**src/rtl/serial_subtractor_if.sv**
```systemverilog
// rtl/serial_subtractor_if.sv - operand/result handshake bundle for the bit-serial subtractor
interface serial_subtractor_if #(
    parameter int WIDTH = 8
);
    logic             io_in_valid;
    logic             io_in_ready;
    logic             io_bin;
    logic [WIDTH-1:0] io_lhs;
    logic [WIDTH-1:0] io_rhs;
    logic             io_out_valid;
    logic             io_out_ready;
    logic [WIDTH-1:0] io_out;
    logic             io_bout;

    modport master (
        output io_in_valid,
        output io_bin,
        output io_lhs,
        output io_rhs,
        output io_out_ready,
        input  io_in_ready,
        input  io_out_valid,
        input  io_out,
        input  io_bout
    );

    modport slave (
        input  io_in_valid,
        input  io_bin,
        input  io_lhs,
        input  io_rhs,
        input  io_out_ready,
        output io_in_ready,
        output io_out_valid,
        output io_out,
        output io_bout
    );
endinterface

```
**src/rtl/serial_subtractor.sv**
```systemverilog
// rtl/serial_subtractor.sv - LSB-first bit-serial subtractor, one bit per clock
// IDLE accepts operands, BUSY runs WIDTH borrow-chain steps, DONE holds the result until taken.
module serial_subtractor #(
    parameter int WIDTH = 8
) (
    input  logic               clk,
    input  logic               reset,
    serial_subtractor_if.slave bus
);
    localparam int            CW   = (WIDTH > 1) ? $clog2(WIDTH) : 1;
    localparam logic [CW-1:0] LAST = CW'(WIDTH - 1);

    typedef enum logic [1:0] {
        IDLE,
        BUSY,
        DONE
    } state_t;

    state_t           state;
    logic [WIDTH-1:0] a_sh;
    logic [WIDTH-1:0] b_sh;
    logic [WIDTH-1:0] d_sh;
    logic             br;
    logic [CW-1:0]    cnt;
    logic             in_ready_q;
    logic             out_valid_q;
    logic [WIDTH-1:0] out_q;
    logic             bout_q;

    logic             a0;
    logic             b0;
    logic             d;
    logic             br_next;
    logic [WIDTH-1:0] d_next;

    // Difference bits enter at the MSB so that after WIDTH steps bit 0 sits at position 0.
    always_comb begin
        a0               = a_sh[0];
        b0               = b_sh[0];
        d                = a0 ^ b0 ^ br;
        br_next          = (~a0 & b0) | (~a0 & br) | (b0 & br);
        d_next           = d_sh >> 1;
        d_next[WIDTH-1]  = d;
    end

    always_ff @(posedge clk) begin
        if (reset) begin
            state       <= IDLE;
            a_sh        <= '0;
            b_sh        <= '0;
            d_sh        <= '0;
            br          <= 1'b0;
            cnt         <= '0;
            in_ready_q  <= 1'b1;
            out_valid_q <= 1'b0;
            out_q       <= '0;
            bout_q      <= 1'b0;
        end else begin
            case (state)
                IDLE: begin
                    if (bus.io_in_valid) begin
                        a_sh       <= bus.io_lhs;
                        b_sh       <= bus.io_rhs;
                        br         <= bus.io_bin;
                        d_sh       <= '0;
                        cnt        <= '0;
                        in_ready_q <= 1'b0;
                        state      <= BUSY;
                    end
                end
                BUSY: begin
                    a_sh <= a_sh >> 1;
                    b_sh <= b_sh >> 1;
                    br   <= br_next;
                    d_sh <= d_next;
                    if (cnt == LAST) begin
                        out_valid_q <= 1'b1;
                        out_q       <= d_next;
                        bout_q      <= br_next;
                        state       <= DONE;
                    end else begin
                        cnt <= cnt + CW'(1);
                    end
                end
                DONE: begin
                    // Returning to IDLE takes this whole edge; in_ready only rises afterwards.
                    if (bus.io_out_ready) begin
                        out_valid_q <= 1'b0;
                        out_q       <= '0;
                        bout_q      <= 1'b0;
                        in_ready_q  <= 1'b1;
                        state       <= IDLE;
                    end
                end
                default: begin
                    state <= IDLE;
                end
            endcase
        end
    end

    assign bus.io_in_ready  = in_ready_q;
    assign bus.io_out_valid = out_valid_q;
    assign bus.io_out       = out_q;
    assign bus.io_bout      = bout_q;
endmodule

```
**src/flat_wrapper.sv**
```systemverilog
// flat-port wrapper written by rule: the top's interface ports become plain ports
module serial_subtractor_flat 
#(
    parameter int WIDTH = 8
)
  (clk, reset, bus_io_in_valid, bus_io_bin, bus_io_lhs, bus_io_rhs, bus_io_out_ready, bus_io_in_ready, bus_io_out_valid, bus_io_out, bus_io_bout);
  serial_subtractor_if #(.WIDTH(WIDTH)) bus_i ();
  input  logic clk;
  input  logic reset;
  input wire logic [$bits(bus_i.io_in_valid)-1:0] bus_io_in_valid;
  input wire logic [$bits(bus_i.io_bin)-1:0] bus_io_bin;
  input wire logic [$bits(bus_i.io_lhs)-1:0] bus_io_lhs;
  input wire logic [$bits(bus_i.io_rhs)-1:0] bus_io_rhs;
  input wire logic [$bits(bus_i.io_out_ready)-1:0] bus_io_out_ready;
  output wire logic [$bits(bus_i.io_in_ready)-1:0] bus_io_in_ready;
  output wire logic [$bits(bus_i.io_out_valid)-1:0] bus_io_out_valid;
  output wire logic [$bits(bus_i.io_out)-1:0] bus_io_out;
  output wire logic [$bits(bus_i.io_bout)-1:0] bus_io_bout;
  assign bus_i.io_in_valid = bus_io_in_valid;
  assign bus_i.io_bin = bus_io_bin;
  assign bus_i.io_lhs = bus_io_lhs;
  assign bus_i.io_rhs = bus_io_rhs;
  assign bus_i.io_out_ready = bus_io_out_ready;
  assign bus_io_in_ready = bus_i.io_in_ready;
  assign bus_io_out_valid = bus_i.io_out_valid;
  assign bus_io_out = bus_i.io_out;
  assign bus_io_bout = bus_i.io_bout;
  serial_subtractor #(.WIDTH(WIDTH)) u_core (.clk(clk), .reset(reset), .bus(bus_i));
endmodule
```
**config.mk**
```make
export PLATFORM = sky130hd
export DESIGN_NAME = serial_subtractor_flat
export DESIGN_NICKNAME = d
export VERILOG_FILES = /design/src/rtl/serial_subtractor_if.sv /design/src/rtl/serial_subtractor.sv /design/src/flat_wrapper.sv
export SDC_FILE = /design/constraint.sdc
export NUM_CORES = 1
export LEC_CHECK = 0
export BUFFER_PORTS_ARGS = -buffer_cell sky130_fd_sc_hd__buf_2
export CAP_MARGIN = 20
export CELL_PAD_IN_SITES_DETAIL_PLACEMENT = 1
export CELL_PAD_IN_SITES_GLOBAL_PLACEMENT = 1
export CORE_MARGIN = 2
export CORE_UTILIZATION = 37
export DETAILED_ROUTE_END_ITERATION = 12
export PLACE_DENSITY = 0.71
export SYNTH_ARGS = -nofsm -noshare
export SYNTH_HDL_FRONTEND = slang
export SYNTH_SLANG_ARGS = --single-unit
```
**constraint.sdc**
```tcl
create_clock -name clk -period 1.6 [get_ports clk]
set_input_delay 0.32 -clock clk [delete_from_list [all_inputs] [get_ports clk]]
set_output_delay 0.32 -clock clk [all_outputs]
set_load 0.1 [all_outputs]
```
==> flow_metrics.py, run 1 <==
metrics = {
    "min_path": {
        "min_path_cells": 3,
        "hold_start": "bus_io_lhs[7]",
        "hold_class": "input port to register",
        "min_to": "u_core.a_sh[7]",
    },
    "synthesis": {
        "synth-seq-cells": 40,
        "syn_inst": 169,
        "yosysTopAreaCellShare_pct": 48.1,
        "synth_fp_nets": 193,
        "synth_ff_type": "dfxtp_1",
        "synthMuxAreaShare_pct": 8.41,
        "netlist_top_cells_count": "dfxtp_1 (40), nor2_1 (24), a211oi_1 (14), mux2i_1 (14), a22o_1 (9)",
        "synth_warnings": 0,
        "synth_area_leaders": "dfxtp_1 (48%), mux2i_1 (8.4%), a211oi_1 (6.3%), nor2_1 (5.4%), a22o_1 (4.7%)",
        "avgSynthCellArea_um2": 9.85,
        "yosysMostFrequentCell": "dfxtp_1",
        "synth_edf_count": 0,
        "netlist_area_mm2": 0.00167,
        "synth_fa_ha_area_share_pct": 2.70,
        "synthXorXnorAreaFrac_pct": 0,
        "synth-simple-area-share_pct": 11.3,
        "synth_top_family_by_area": "compound AO/OA/AOI/OAI gates",
        "yosysTopAreaCell": "dfxtp_1",
        "ys_seq_area_share_pct": 48.1,
        "synth-compound-area-share_pct": 22.9,
        "synth_cell_types": 30,
        "ys_async_sr_fraction_pct": 0,
    },
    "global_route": {
        "antenna_found_initial": 0,
        "track_usage_pct": 16.2,
        "first_global_vias": 1387,
        "grt_pass1_wl_um": 6330,
        "grt_start_max_net_pins": 30,
        "gr-total-overflow": 0,
    },
    "power_and_ir_drop": {
        "p_per_area_mw_per_mm2": 1000,
        "ir_drop_mv": 0.469,
        "power_uw": 1960,
        "leakage_uw": 0.000829,
    },
    "placement": {
        "detailed_place_hpwl_um": 2710,
        "port_buffers": 31,
        "gp_congestion": 0.748,
    },
    "floorplan": {
        "initial_core_util_pct": 38.2,
        "core_mm2": 0.00435,
        "rows": 24,
        "dieArea_mm2": 0.00505,
        "die_w_um": 71.1,
        "io_pins": 32,
        "fp.dieH_um": 71.1,
    },
    "cells_and_area": {
        "drive_above_1_share_pct": 24.6,
        "final_net_count": 223,
        "n_antenna_cell": 0,
        "synthToLayoutAreaGrowth_pct": 17.7,
    },
    "critical_path": {
        "rr_endpoint": "u_core.bus.io_out[6]",
        "arrival_ns": 1.66,
        "r2r_start": "u_core.state[1]",
        "ff2ff_setup_slack_ns": 0.12,
        "cp-start-kind": "register",
        "path_buf_inv": 1,
        "worst-r2r-cell-count": 4,
        "critPathMaxFanout": 11,
        "cp-end-kind": "register",
        "slowest_delay_ns": 0.56,
        "worstPathRequired_ns": 1.78,
        "path_depth": 4,
        "crit_slowest_cell": "dfxtp_1",
        "crit_chain": "nor2b_1 -> a221oi_4 -> buf_12 -> a22o_1",
        "cp_top_family": "flip-flops",
        "worstSetupPathType": "register to register",
    },
    "clock_tree": {
        "insertion_delay_ns": 0.29,
        "cts_max_level": 2,
        "hold_buffers": 0,
        "cts_tree": "built",
        "cts_sinks": 40,
        "clockBufferDepth": 2,
        "clk_pin_slew_ns": 0.07,
        "root_buffer": "clkbuf_8",
        "cts-buffers-inserted": 5,
    },
    "sta": {
        "final.period_utilization_pct": 92.5,
        "rsz0062_at_grt": "false",
        "fmax_mhz": 676,
        "fin_crit_ns": 1.48,
        "relSlewSlack_pct": 66.2,
        "finalHoldViolCount": 0,
        "worst_pin_slew_ns": 0.506,
        "finalSetupViolCount": 0,
        "finClkSkew_ns": 0.00191,
        "report.final.slew_viol_count": 0,
        "fin_tns_setup_ns": 0,
    },
    "route": {
        "drtIter0Drc": 33,
        "postRouteAntennaNets": 0,
        "wl_per_cell_um": 14.7,
        "dr.pass1.iters": 4,
        "via_count": 1359,
        "drt_wl_total_um": 3690,
        "drc_errors": 0,
        "viasPerCell": 5.41,
    },
    "flow_run": {
        "maxCapViolations": 0,
    },
    "run_status": {
        "outcome": "complete, no violations",
    },
}
sequential cells by signal, summed over array words and instances, names as in the netlist, 2 cells and up:
| signal | flops |
|---|---|
| u_core.b_sh | 8 |
| u_core.a_sh | 8 |
| u_core.d_sh | 7 |
| u_core.state | 2 |
| u_core.bus.io_out | 8 |
| u_core.cnt | 3 |
how the worst max path moves through the flow:
stage                     from                       to  slack (ns)
3_5_place_dp   u_core.state[0]           u_core.d_sh[3]        0.01
2_1_floorplan    u_core.cnt[0]       u_core.bus.io_bout        0.04
4_1_cts          u_core.cnt[0]     u_core.bus.io_out[6]        0.03
5_1_grt          u_core.cnt[0]  u_core.bus.io_out_valid        0.01
3_3_place_gp     u_core.cnt[0]     u_core.bus.io_out[7]        0.10
6_report       u_core.state[1]     u_core.bus.io_out[6]        0.12
cell type report:
class | count | area (µm²)
fill | 512 | 2390
clock buffer | 6 | 72.6
timing repair buffer | 37 | 225
multi-input combinational | 108 | 764
inverter | 7 | 26.3
sequential | 40 | 802
clock inverter | 1 | 5.00
tap | 52 | 65.1
cells by family (layout without fill, tap and decap cells):
family,Yosys count,after routing
and+or+nand+nor,40,40
AOI/OAI and AO/OA,51,51
muxes,14,14
adders and majority gates,3,3
DFF,40,40
buffers and inverters,21,51
stage by stage:
step / hold WS [ns] / cell area (µm²) / setup WS (ns) / util, % / instances
3_5_place_dp: 0.461 / 1850 / 0.0131 / 42.5 / 243
5_1_grt: 0.318 / 1960 / 0.0111 / 45.0 / 251
4_1_cts: 0.304 / 1930 / 0.0324 / 44.4 / 250
3_3_place_gp: 0.457 / 1850 / 0.100 / 42.5 / 243
2_1_floorplan: 0.432 / 1670 / 0.0413 / - / 169
6_report: 0.313 / 1960 / 0.120 / 45.0 / 251
routing by layer:
| layer | global-route usage [%] | wire length (µm) | up-vias | part of all wire, % |
|---|---|---|---|---|
| met5 | 0 | 0 | - | 0 |
| met4 | 7.13 | 55 | 0 | 1.5 |
| met3 | 4.27 | 137 | 7 | 3.7 |
| met2 | 28.5 | 1830 | 28 | 49 |
| met1 | 18.4 | 1670 | 653 | 45 |
| li1 | - | - | 671 | - |
timing repair:
action,in CTS,in global routing
pin swaps,0,1
buffers inserted,0,1
gates resized for setup,1,2
setup endpoints to repair,3,10
power breakdown:
group	internal (µW)	leakage (µW)	total (µW)	switching [µW]
registers	1050	0.000328	1080	35.0
logic	114	0.000461	261	148
clock network	296	0.0000410	622	326
total	1460	0.000829	1960	509
worst min-delay path, stage by stage:
cell and delay, ns:
buf_2 0.10, nand4_1 0.08, a21oi_1 0.06
layout by cell type (no fill, tap or decap), types with 3 or more instances in the layout:
cell type and n:
clkbuf_8 5, nand3_1 4, a31oi_1 3, a211oi_1 14, a22o_1 9, buf_4 4, inv_1 7, nand2_1 3
dfxtp_1 39, a22oi_1 8, nor2_1 24, mux2i_1 14, a21oi_1 6, buf_2 31, o21ai_0 6
(Power assumes the default switching activity.)
==> run 2, diff against run 1 <==
--- a/config.mk
+++ b/config.mk
@@ -10,9 +10,10 @@
 export CELL_PAD_IN_SITES_DETAIL_PLACEMENT = 1
 export CELL_PAD_IN_SITES_GLOBAL_PLACEMENT = 1
 export CORE_MARGIN = 2
-export CORE_UTILIZATION = 37
+export CORE_UTILIZATION = 40
+export CTS_BUF_LIST = sky130_fd_sc_hd__clkbuf_8
 export DETAILED_ROUTE_END_ITERATION = 12
-export PLACE_DENSITY = 0.71
+export PLACE_DENSITY = 0.73
 export SYNTH_ARGS = -nofsm -noshare
 export SYNTH_HDL_FRONTEND = slang
 export SYNTH_SLANG_ARGS = --single-unit
==> constraint.sdc (replaced) <==
create_clock -name clk -period 1.4 [get_ports clk]
set_input_delay 0.28 -clock clk [delete_from_list [all_inputs] [get_ports clk]]
set_output_delay 0.28 -clock clk [all_outputs]
set_load 0.1 [all_outputs]
==> run 2 against run 1 <==
  * Fmax up 8.5%
  * Via count rose by 1.5%
  * Setup slack got worse by 0.084 ns
  * Critical path type unchanged
  * Largest power group is now the clock network
  * Wire length is 8.1% higher
  * Clock power up 110%
  * Largest cell class unchanged
  * Critical path depth up 2
  * First-iteration DRC count grew to 2.8 times the previous value
  * Die area down 7.1%
==> flow_metrics.py, run 2 (same netlist as run 1, synthesis figures left out) <==
metrics = {
    "run_status": {
        "outcome": "complete, no violations",
    },
    "min_path": {
        "hold_class": "input port to register",
        "hold_start": "bus_io_rhs[7]",
        "min_to": "u_core.b_sh[7]",
        "min_path_cells": 3,
    },
    "floorplan": {
        "rows": 23,
        "die_w_um": 68.5,
        "core_mm2": 0.00400,
        "fp.dieH_um": 68.5,
        "io_pins": 32,
        "initial_core_util_pct": 41.6,
        "dieArea_mm2": 0.00470,
    },
    "critical_path": {
        "r2r_start": "u_core.cnt[0]",
        "critPathMaxFanout": 7,
        "crit_slowest_cell": "dfxtp_4",
        "cp-start-kind": "register",
        "startpoint": "u_core.cnt[0]",
        "slowest_delay_ns": 0.36,
        "crit_chain": "ha_4 -> ha_4 -> buf_4 -> nor2_1 -> nand3_1 -> a31oi_1",
        "arrival_ns": 1.58,
        "rr_endpoint": "u_core.cnt[2]",
        "ff2ff_setup_slack_ns": 0.04,
        "worstPathRequired_ns": 1.62,
        "cp-end-kind": "register",
        "cpMostUsedCell": "ha_4",
        "worst-r2r-cell-count": 6,
        "worstSetupPathType": "register to register",
    },
    "clock_tree": {
        "clockBufferDepth": 2,
        "cts-buffers-inserted": 5,
        "cts_sinks": 40,
        "insertion_delay_ns": 0.29,
        "clk_pin_slew_ns": 0.08,
        "cts_max_level": 2,
        "root_buffer": "clkbuf_8",
        "hold_buffers": 0,
        "cts_tree": "built",
    },
    "cells_and_area": {
        "final_net_count": 231,
        "synthToLayoutAreaGrowth_pct": 29.2,
        "layout_common_cells": "dfxtp_1 (36), buf_2 (29), nor2_1 (24)",
        "seqCellArea_um2": 813,
        "final_common_cell": "dfxtp_1",
        "drive_above_1_share_pct": 32.2,
        "n_antenna_cell": 0,
        "fin_util_pct": 53.8,
        "fill_cells": 453,
        "multi_input_area_um2": 808,
    },
    "power_and_ir_drop": {
        "power_frac_comb_pct": 11.7,
        "p_sw_uw": 623,
        "clock_power_share_pct": 45.4,
        "p_per_area_mw_per_mm2": 1330,
        "internal_power_uw": 2230,
        "p_sw_share_pct": 21.8,
        "pwr-share-seq_pct": 43.0,
        "ir_drop_mv": 0.769,
        "leakage_uw": 0.000906,
        "power_uw": 2860,
    },
    "route": {
        "dr.pass1.iters": 4,
        "wl_per_cell_um": 15.5,
        "drc_errors": 0,
        "drt_wl_total_um": 3990,
        "postRouteAntennaNets": 0,
        "drtIter0Drc": 91,
        "via_count": 1380,
        "viasPerCell": 5.35,
    },
    "sta": {
        "fmax_mhz": 733,
        "finalHoldViolCount": 0,
        "final.period_utilization_pct": 97.5,
        "report.final.slew_viol_count": 0,
        "fin_tns_setup_ns": 0,
        "rsz0062_at_grt": "true",
        "holdWs_ns": 0.278,
        "relSlewSlack_pct": 65.7,
        "finClkSkew_ns": 0.00852,
        "fin_crit_ns": 1.36,
        "worst_pin_slew_ns": 0.515,
        "finalSetupViolCount": 0,
    },
    "global_route": {
        "antenna_found_initial": 0,
        "grt_pass1_wl_um": 6480,
        "grt_use_met3_pct": 4.87,
        "track_usage_pct": 18.7,
        "top_usage_layer": "met2",
        "use_met2_pct": 30.5,
        "grt_start_max_net_pins": 29,
        "grt_use_met1_pct": 23.6,
        "gr-total-overflow": 0,
        "first_global_vias": 1393,
    },
    "placement": {
        "port_buffers": 31,
        "detailed_place_hpwl_um": 2750,
        "gp_congestion": 0.798,
    },
    "flow_run": {
        "maxCapViolations": 0,
    },
}
## run 2: per-layer routing
layer / routed length [µm] / share of wire (%)
met4: 37 / 0.93
met2: 2040 / 51
met5: 0 / 0
met3: 170 / 4.3
met1: 1740 / 44
## run 2: timing repair
item,in CTS,in global routing
gates resized for setup,4,10
setup endpoints to repair,21,14
cloned,0,0
pin swaps,1,2
buffers inserted,2,3
## run 2: worst max path at each step
stage | end
finish | u_core.cnt[2]
global route | u_core.cnt[2]
CTS | u_core.bus.io_out[6]
detailed placement | u_core.d_sh[7]
global placement | u_core.bus.io_out[7]
floorplan | u_core.bus.io_bout
## run 2: area by class of cell
cell class                 count  share of cell area, %
sequential                    40                   37.8
multi-input combinational    108                   37.6
timing repair buffer          45                   13.1
clock inverter                 3                   4.19
clock buffer                   5                   3.20
tap                           50                   2.91
inverter                       7                   1.22
## run 2: power by group through the flow
stage          Combinational, µW  Clock, µW  Sequential (µW)
2_1_floorplan                207          0             1270
3_3_place_gp                 297          0             1250
3_5_place_dp                 308          0             1260
4_1_cts                      317       1320             1230
5_1_grt                      372       1380             1230
6_report                     334       1300             1230
## run 2: through the flow
stage / cells / instance area (µm²) / setup WS (ns)
3_5_place_dp: 245 / 1910 / -0.101
5_1_grt: 258 / 2150 / -0.0414
2_1_floorplan: 169 / 1700 / -0.00705
3_3_place_gp: 245 / 1910 / -0.0455
6_report: 258 / 2150 / 0.0357
4_1_cts: 255 / 2090 / 0.00211
## run 2: critical path: cells and delay by family (launching register included)
| kind | cells | cell delay, ns |
|---|---|---|
| flip-flops | 1 | 0.36 |
| adder cells (fa/ha/maj) | 2 | 0.33 |
| AND/OR/NAND/NOR | 2 | 0.23 |
| AO/OA/AOI/OAI | 1 | 0.20 |
| buffers and inverters | 1 | 0.16 |
